File: config.mk
export PLATFORM = sky130hd
export DESIGN_NAME = booth_r4_seq_mult
export DESIGN_NICKNAME = d
export VERILOG_FILES = /design/src/rtl/booth_r4_seq_mult.sv
export SDC_FILE = /design/constraint.sdc
export NUM_CORES = 1
export LEC_CHECK = 0
export CORE_MARGIN = 3
export CORE_UTILIZATION = 30
export DETAILED_ROUTE_END_ITERATION = 7
export PLACE_DENSITY = 0.54
export SETUP_SLACK_MARGIN = 0.15
export SLEW_MARGIN = 20
export SYNTH_ARGS = -nofsm -noshare
export SYNTH_HDL_FRONTEND = slang
export SYNTH_SLANG_ARGS = --single-unit
File: constraint.sdc
create_clock -name clk -period 18.9 [get_ports clk]
set_input_delay 3.78 -clock clk [delete_from_list [all_inputs] [get_ports clk]]
set_output_delay 3.78 -clock clk [all_outputs]
set_load 0.1 [all_outputs]
File: src/rtl/booth_r4_seq_mult.sv
// Iterative signed radix-4 Booth multiplier: one recoded window is added per cycle through a 2*WIDTH ripple adder.
// Latency: out_valid rises WIDTH/2 edges after the accepting edge; one product per WIDTH/2+2 cycles.
// Backpressure: DONE holds product/out_valid until out_ready; in_ready is low outside IDLE.
module booth_r4_seq_mult #(
    parameter int WIDTH = 8
) (
    input  logic                 clk,
    input  logic                 rst,
    input  logic                 in_valid,
    output logic                 in_ready,
    input  logic [WIDTH-1:0]     a,
    input  logic [WIDTH-1:0]     b,
    output logic                 out_valid,
    input  logic                 out_ready,
    output logic [2*WIDTH-1:0]   product
);

    localparam int PW    = 2 * WIDTH;
    localparam int NITER = WIDTH / 2;
    localparam int CW    = $clog2(NITER) + 1;

    typedef enum logic [1:0] {
        S_IDLE,
        S_RUN,
        S_DONE
    } state_t;

    state_t          state_q, state_d;
    // a_q holds the sign-extended multiplicand already shifted by 2*count,
    // m_q holds {b,0} shifted right by 2*count so the live window is m_q[2:0].
    logic [PW-1:0]   a_q, a_d;
    logic [WIDTH:0]  m_q, m_d;
    logic [PW-1:0]   acc_q, acc_d;
    logic [CW-1:0]   cnt_q, cnt_d;
    logic [PW-1:0]   prod_q, prod_d;

    logic            neg;
    logic            one;
    logic            two;
    logic [PW-1:0]   opnd;
    logic            cin;
    logic [PW-1:0]   sum;

    // Booth recode of the current window into 0 / +-A / +-2A, negation as invert plus carry-in.
    always_comb begin
        neg = 1'b0;
        one = 1'b0;
        two = 1'b0;
        case (m_q[2:0])
            3'b001, 3'b010: one = 1'b1;
            3'b011:         two = 1'b1;
            3'b100:         begin two = 1'b1; neg = 1'b1; end
            3'b101, 3'b110: begin one = 1'b1; neg = 1'b1; end
            default:        ;
        endcase
        if (two) begin
            opnd = a_q << 1;
        end else if (one) begin
            opnd = a_q;
        end else begin
            opnd = '0;
        end
        if (neg) begin
            opnd = ~opnd;
        end
        cin = neg;
    end

    // Ripple-carry add of accumulator and partial product; carry-out is dropped (mod 2^PW).
    always_comb begin
        logic carry;
        carry = cin;
        sum   = '0;
        for (int i = 0; i < PW; i++) begin
            sum[i] = acc_q[i] ^ opnd[i] ^ carry;
            carry  = (acc_q[i] & opnd[i]) | (acc_q[i] & carry) | (opnd[i] & carry);
        end
    end

    // Next-state logic and handshake outputs.
    always_comb begin
        state_d   = state_q;
        a_d       = a_q;
        m_d       = m_q;
        acc_d     = acc_q;
        cnt_d     = cnt_q;
        prod_d    = prod_q;
        in_ready  = 1'b0;
        out_valid = 1'b0;
        case (state_q)
            S_IDLE: begin
                in_ready = 1'b1;
                if (in_valid) begin
                    a_d     = {{WIDTH{a[WIDTH-1]}}, a};
                    m_d     = {b, 1'b0};
                    acc_d   = '0;
                    cnt_d   = '0;
                    state_d = S_RUN;
                end
            end
            S_RUN: begin
                acc_d = sum;
                a_d   = a_q << 2;
                m_d   = m_q >> 2;
                cnt_d = cnt_q + 1'b1;
                if (cnt_q == CW'(NITER - 1)) begin
                    prod_d  = sum;
                    state_d = S_DONE;
                end
            end
            S_DONE: begin
                out_valid = 1'b1;
                if (out_ready) begin
                    state_d = S_IDLE;
                end
            end
            default: state_d = S_IDLE;
        endcase
    end

    // State and datapath registers with synchronous reset.
    always_ff @(posedge clk) begin
        if (rst) begin
            state_q <= S_IDLE;
            a_q     <= '0;
            m_q     <= '0;
            acc_q   <= '0;
            cnt_q   <= '0;
            prod_q  <= '0;
        end else begin
            state_q <= state_d;
            a_q     <= a_d;
            m_q     <= m_d;
            acc_q   <= acc_d;
            cnt_q   <= cnt_d;
            prod_q  <= prod_d;
        end
    end

    assign product = prod_q;

endmodule

==> impl_results.md <==
* Status: finished clean
* Most common cell after layout, fill and taps aside: nor2_1
* Clock transition at path regs at 0.07 ns
* Die Span X at around 110 um
* Final setup violation count at 0
* Mapped Cells at ~370
* CP peak stage delay at 0.93 ns
* TritonCTS Sinks at between 60 and 70
* FF-to-FF End: product[15]$_SDFFE_PP0P_
* WL/cell at 13.44 um
* DR iter-0 viols at 164
* DRT Wirelength at approximately 7000 um
* Worst slew pin tran at 1.115 ns
* RSZ-0062 raised after global routing: false
* GR Overflow Total at 0
* Syn nets at 405
* Main combinational cell family by area after synthesis: compound AO/OA/AOI/OAI gates
* Antenna-violating nets left at 0
* Most frequent CP cell: fa_1
* Synthesized area at 0.003166 mm2
* Bufs and invs on worst path at 2
* Fraction of layout cells with a size suffix above 1 at roughly 5.6%
* Final period utilization at 41.22%
* Top fanout value on the critical path at 22
* Final Hold Viols at 0
* Peak VDD IR at 0.03384 mV
* CP arrival at 7.98 ns
* Post-Syn Area per Cell at 8.579 um2
* Postcts setup bufs at 0
* Tmin final at 7.791 ns
* Non-Filler Instances at approximately 520
* Dpl cells at 509
* GP Congestion at 0.7675
* Post-DP HPWL at 4676 um
* Met3 usage at 4.618%
* TritonCTS Buffers at 9
* Die ar. at ~0.012 mm2
* Leak at 1.399 nW
* Nets at 423
* Pwr dens at 82.68 mW/mm2
* Max transition margin at between 20% and 30%
* H-tree depth at 3
* Area fraction in compound gates after synthesis at 20.91%
* Mux contribution to synthesized area at less than 1%
* Max-cap violations at 0
* M1 GR Usage at 17.68%
* Setup tns final at 0 ns
* Vias in the first global route at around 2,400
* Top delay family on crit path: adder cells
* Reg2reg setup slack at 11.11 ns
* CP startpoint kind: flip-flop
* Syn. warnings at 0
* First-pass GRT wire length at 11,850 um
* Die height at 108.7 um
* Largest net degree at the start of global routing at 64
* Cell variety after synth at 38
* Max Fclk at 128.3 MHz
* Post-Synth Simple-Gate Area at 18.58%
* Grt peak-use layer: met2
* Most frequent cells in the layout: 66 x nor2_1, 62 x dfxtp_1, 41 x nand2_1
* Initial Util at 31.66%
* # rows at 36
* Port Buf Inserts at 37
* Top FF cell, synth: dfxtp_1
* Skew-Pair Late Insertion Delay at 0.34 ns
* Tot Pwr at 309.9 uW
* Max stage delay cell, worst path: dfxtp_1
* Max Slew Vio Count at 0
* Hold Path Class: flip-flop to flip-flop
* #FFs+latches synth at 62
* Total track usage at 12.55%
* WHS at 0.4536 ns
* Clk buf depth at 2
* Worst-path cell chain: nor2_1, a221oi_1, fa_1, inv_1, fa_1, fa_1, fa_1, fa_1, fa_1, fa_1, fa_1, fa_1, fa_1, fa_1, fa_1, fa_1, inv_1, fa_1, xnor2_1, xnor2_1, xnor2_1, a211oi_2
* Synthesis-to-layout area growth at 18.42%
* XOR/XNOR share of the synthesized area at 5.850%
* TritonRoute pass-1 iters at 4
* CTS tree: built
* Hold Path Origin: product[7]$_SDFFE_PP0P_
* ANT cells at 0
* Antenna violations before repair at 0
* Vias per inst at 4.889
* CTS resizes at 0
* Grt met2 use at 18.18%
* EDFF count, synth at 0
* Ys async rst share at 0%
* Max Clock Skew at ~0.013 ns
* Register area share after synthesis at 39.21%
* Cts hold-fix bufs at 0
* I/O pin total at 38
* Drc violations at 0
* WP data required at 19.09 ns
* Critical path class: flip-flop to flip-flop
* R2R depth at 22
* Core ar. at ~0.01 mm2
* Total vias in the final route at 2,562
* Endpoint, Worst Hold: product[7]$_SDFFE_PP0P_
* Synth Area in Adders at about a tenth
* Hold path depth at 2
* Worst r2r src: m_q[2]$_SDFFE_PP0P_
* Clock Root Buffer: clkbuf_8
* Worst setup EP type: flip-flop
[final cells by class]
| type | count | area (um2) |
|---|---|---|
| Inverter | 6 | 22.52 |
| Timing Repair Buffer | 39 | 380.4 |
| Fill cell | 1052 | 6251 |
| Tap cell | 133 | 166.4 |
| Multi-Input combinational cell | 269 | 1750 |
| Clock buffer | 9 | 123.9 |
| Clock inverter | 6 | 63.81 |
| Sequential cell | 62 | 1241 |
[routing by layer]
metal / part of all wire (%) / wire length, um / vias to the layer above
met5: 0 / 0 / -
met4: 1.0 / 73 / 0
met3: 4.6 / 326 / 8
met2: 43 / 3043 / 52
met1: 51 / 3599 / 1203
li1: - / - / 1299
[stage by stage]
step	cell area [um2]	setup WS, ns	util, %
floorplan	3166	12.04	-
detailed placement	3561	11.13	35.61
global route	3749	10.61	37.49
CTS	3749	11.09	37.49
finish	3749	11.11	37.49
global placement	3561	11.21	35.61
[synthesized netlist by cell type (6+ instances only)]
master | n | area [um2]
nor2_1 | 66 | 247.7
dfxtp_1 | 62 | 1241
nand2_1 | 41 | 153.9
a21oi_1 | 27 | 135.1
a22oi_1 | 26 | 195.2
buf_2 | 16 | 80.08
xor2_1 | 15 | 131.4
fa_1 | 14 | 280.3
clkbuf_1 | 13 | 48.80
nor2b_1 | 13 | 81.33
o21ai_0 | 13 | 65.06
a221oi_1 | 11 | 96.34
a311oi_1 | 6 | 52.55
inv_1 | 6 | 22.52
nor3_1 | 6 | 30.03
[state kept, by name (all words and copies together), names as in the netlist]
signal	count
state_q	2
cnt_q	3
product	16
m_q	9
acc_q	16
a_q	16
[report_power, final]
part	internal [mW]	switching [mW]	leakage, nW
Sequential	0.137	0.00936	0.506
Combinational	0.0222	0.0280	0.802
Clock	0.0598	0.0532	0.0911
[worst max path at each step]
stage                         from                       end  slack (ns)  depth (start not counted)
4_1_cts        m_q[2]$_SDFFE_PP0P_  product[15]$_SDFFE_PP0P_       11.09                         22
6_report       m_q[2]$_SDFFE_PP0P_  product[15]$_SDFFE_PP0P_       11.11                         22
3_3_place_gp   m_q[2]$_SDFFE_PP0P_  product[15]$_SDFFE_PP0P_       11.21                         22
3_5_place_dp   m_q[2]$_SDFFE_PP0P_  product[15]$_SDFFE_PP0P_       11.13                         22
5_1_grt        m_q[2]$_SDFFE_PP0P_  product[15]$_SDFFE_PP0P_       10.61                         22
2_1_floorplan  m_q[2]$_SDFFE_PP0P_  product[15]$_SDFFE_PP0P_       12.04                         24
[cell families after synthesis]
family	after synthesis
adders and majority gates	16
muxes	1
xor gates and xnor gates	19
buffers and inverters	38
and+or+nand+nor	136
AOI/OAI and AO/OA	97
DFF	62
[tightest hold or removal path: cells and delay by family (launching register included)]
kind               cells  cell delay (ns)
DFF                    1             0.31
and+or+nand+nor        1             0.05
AOI/OAI and AO/OA      1             0.05
(Power assumes the default switching activity.)
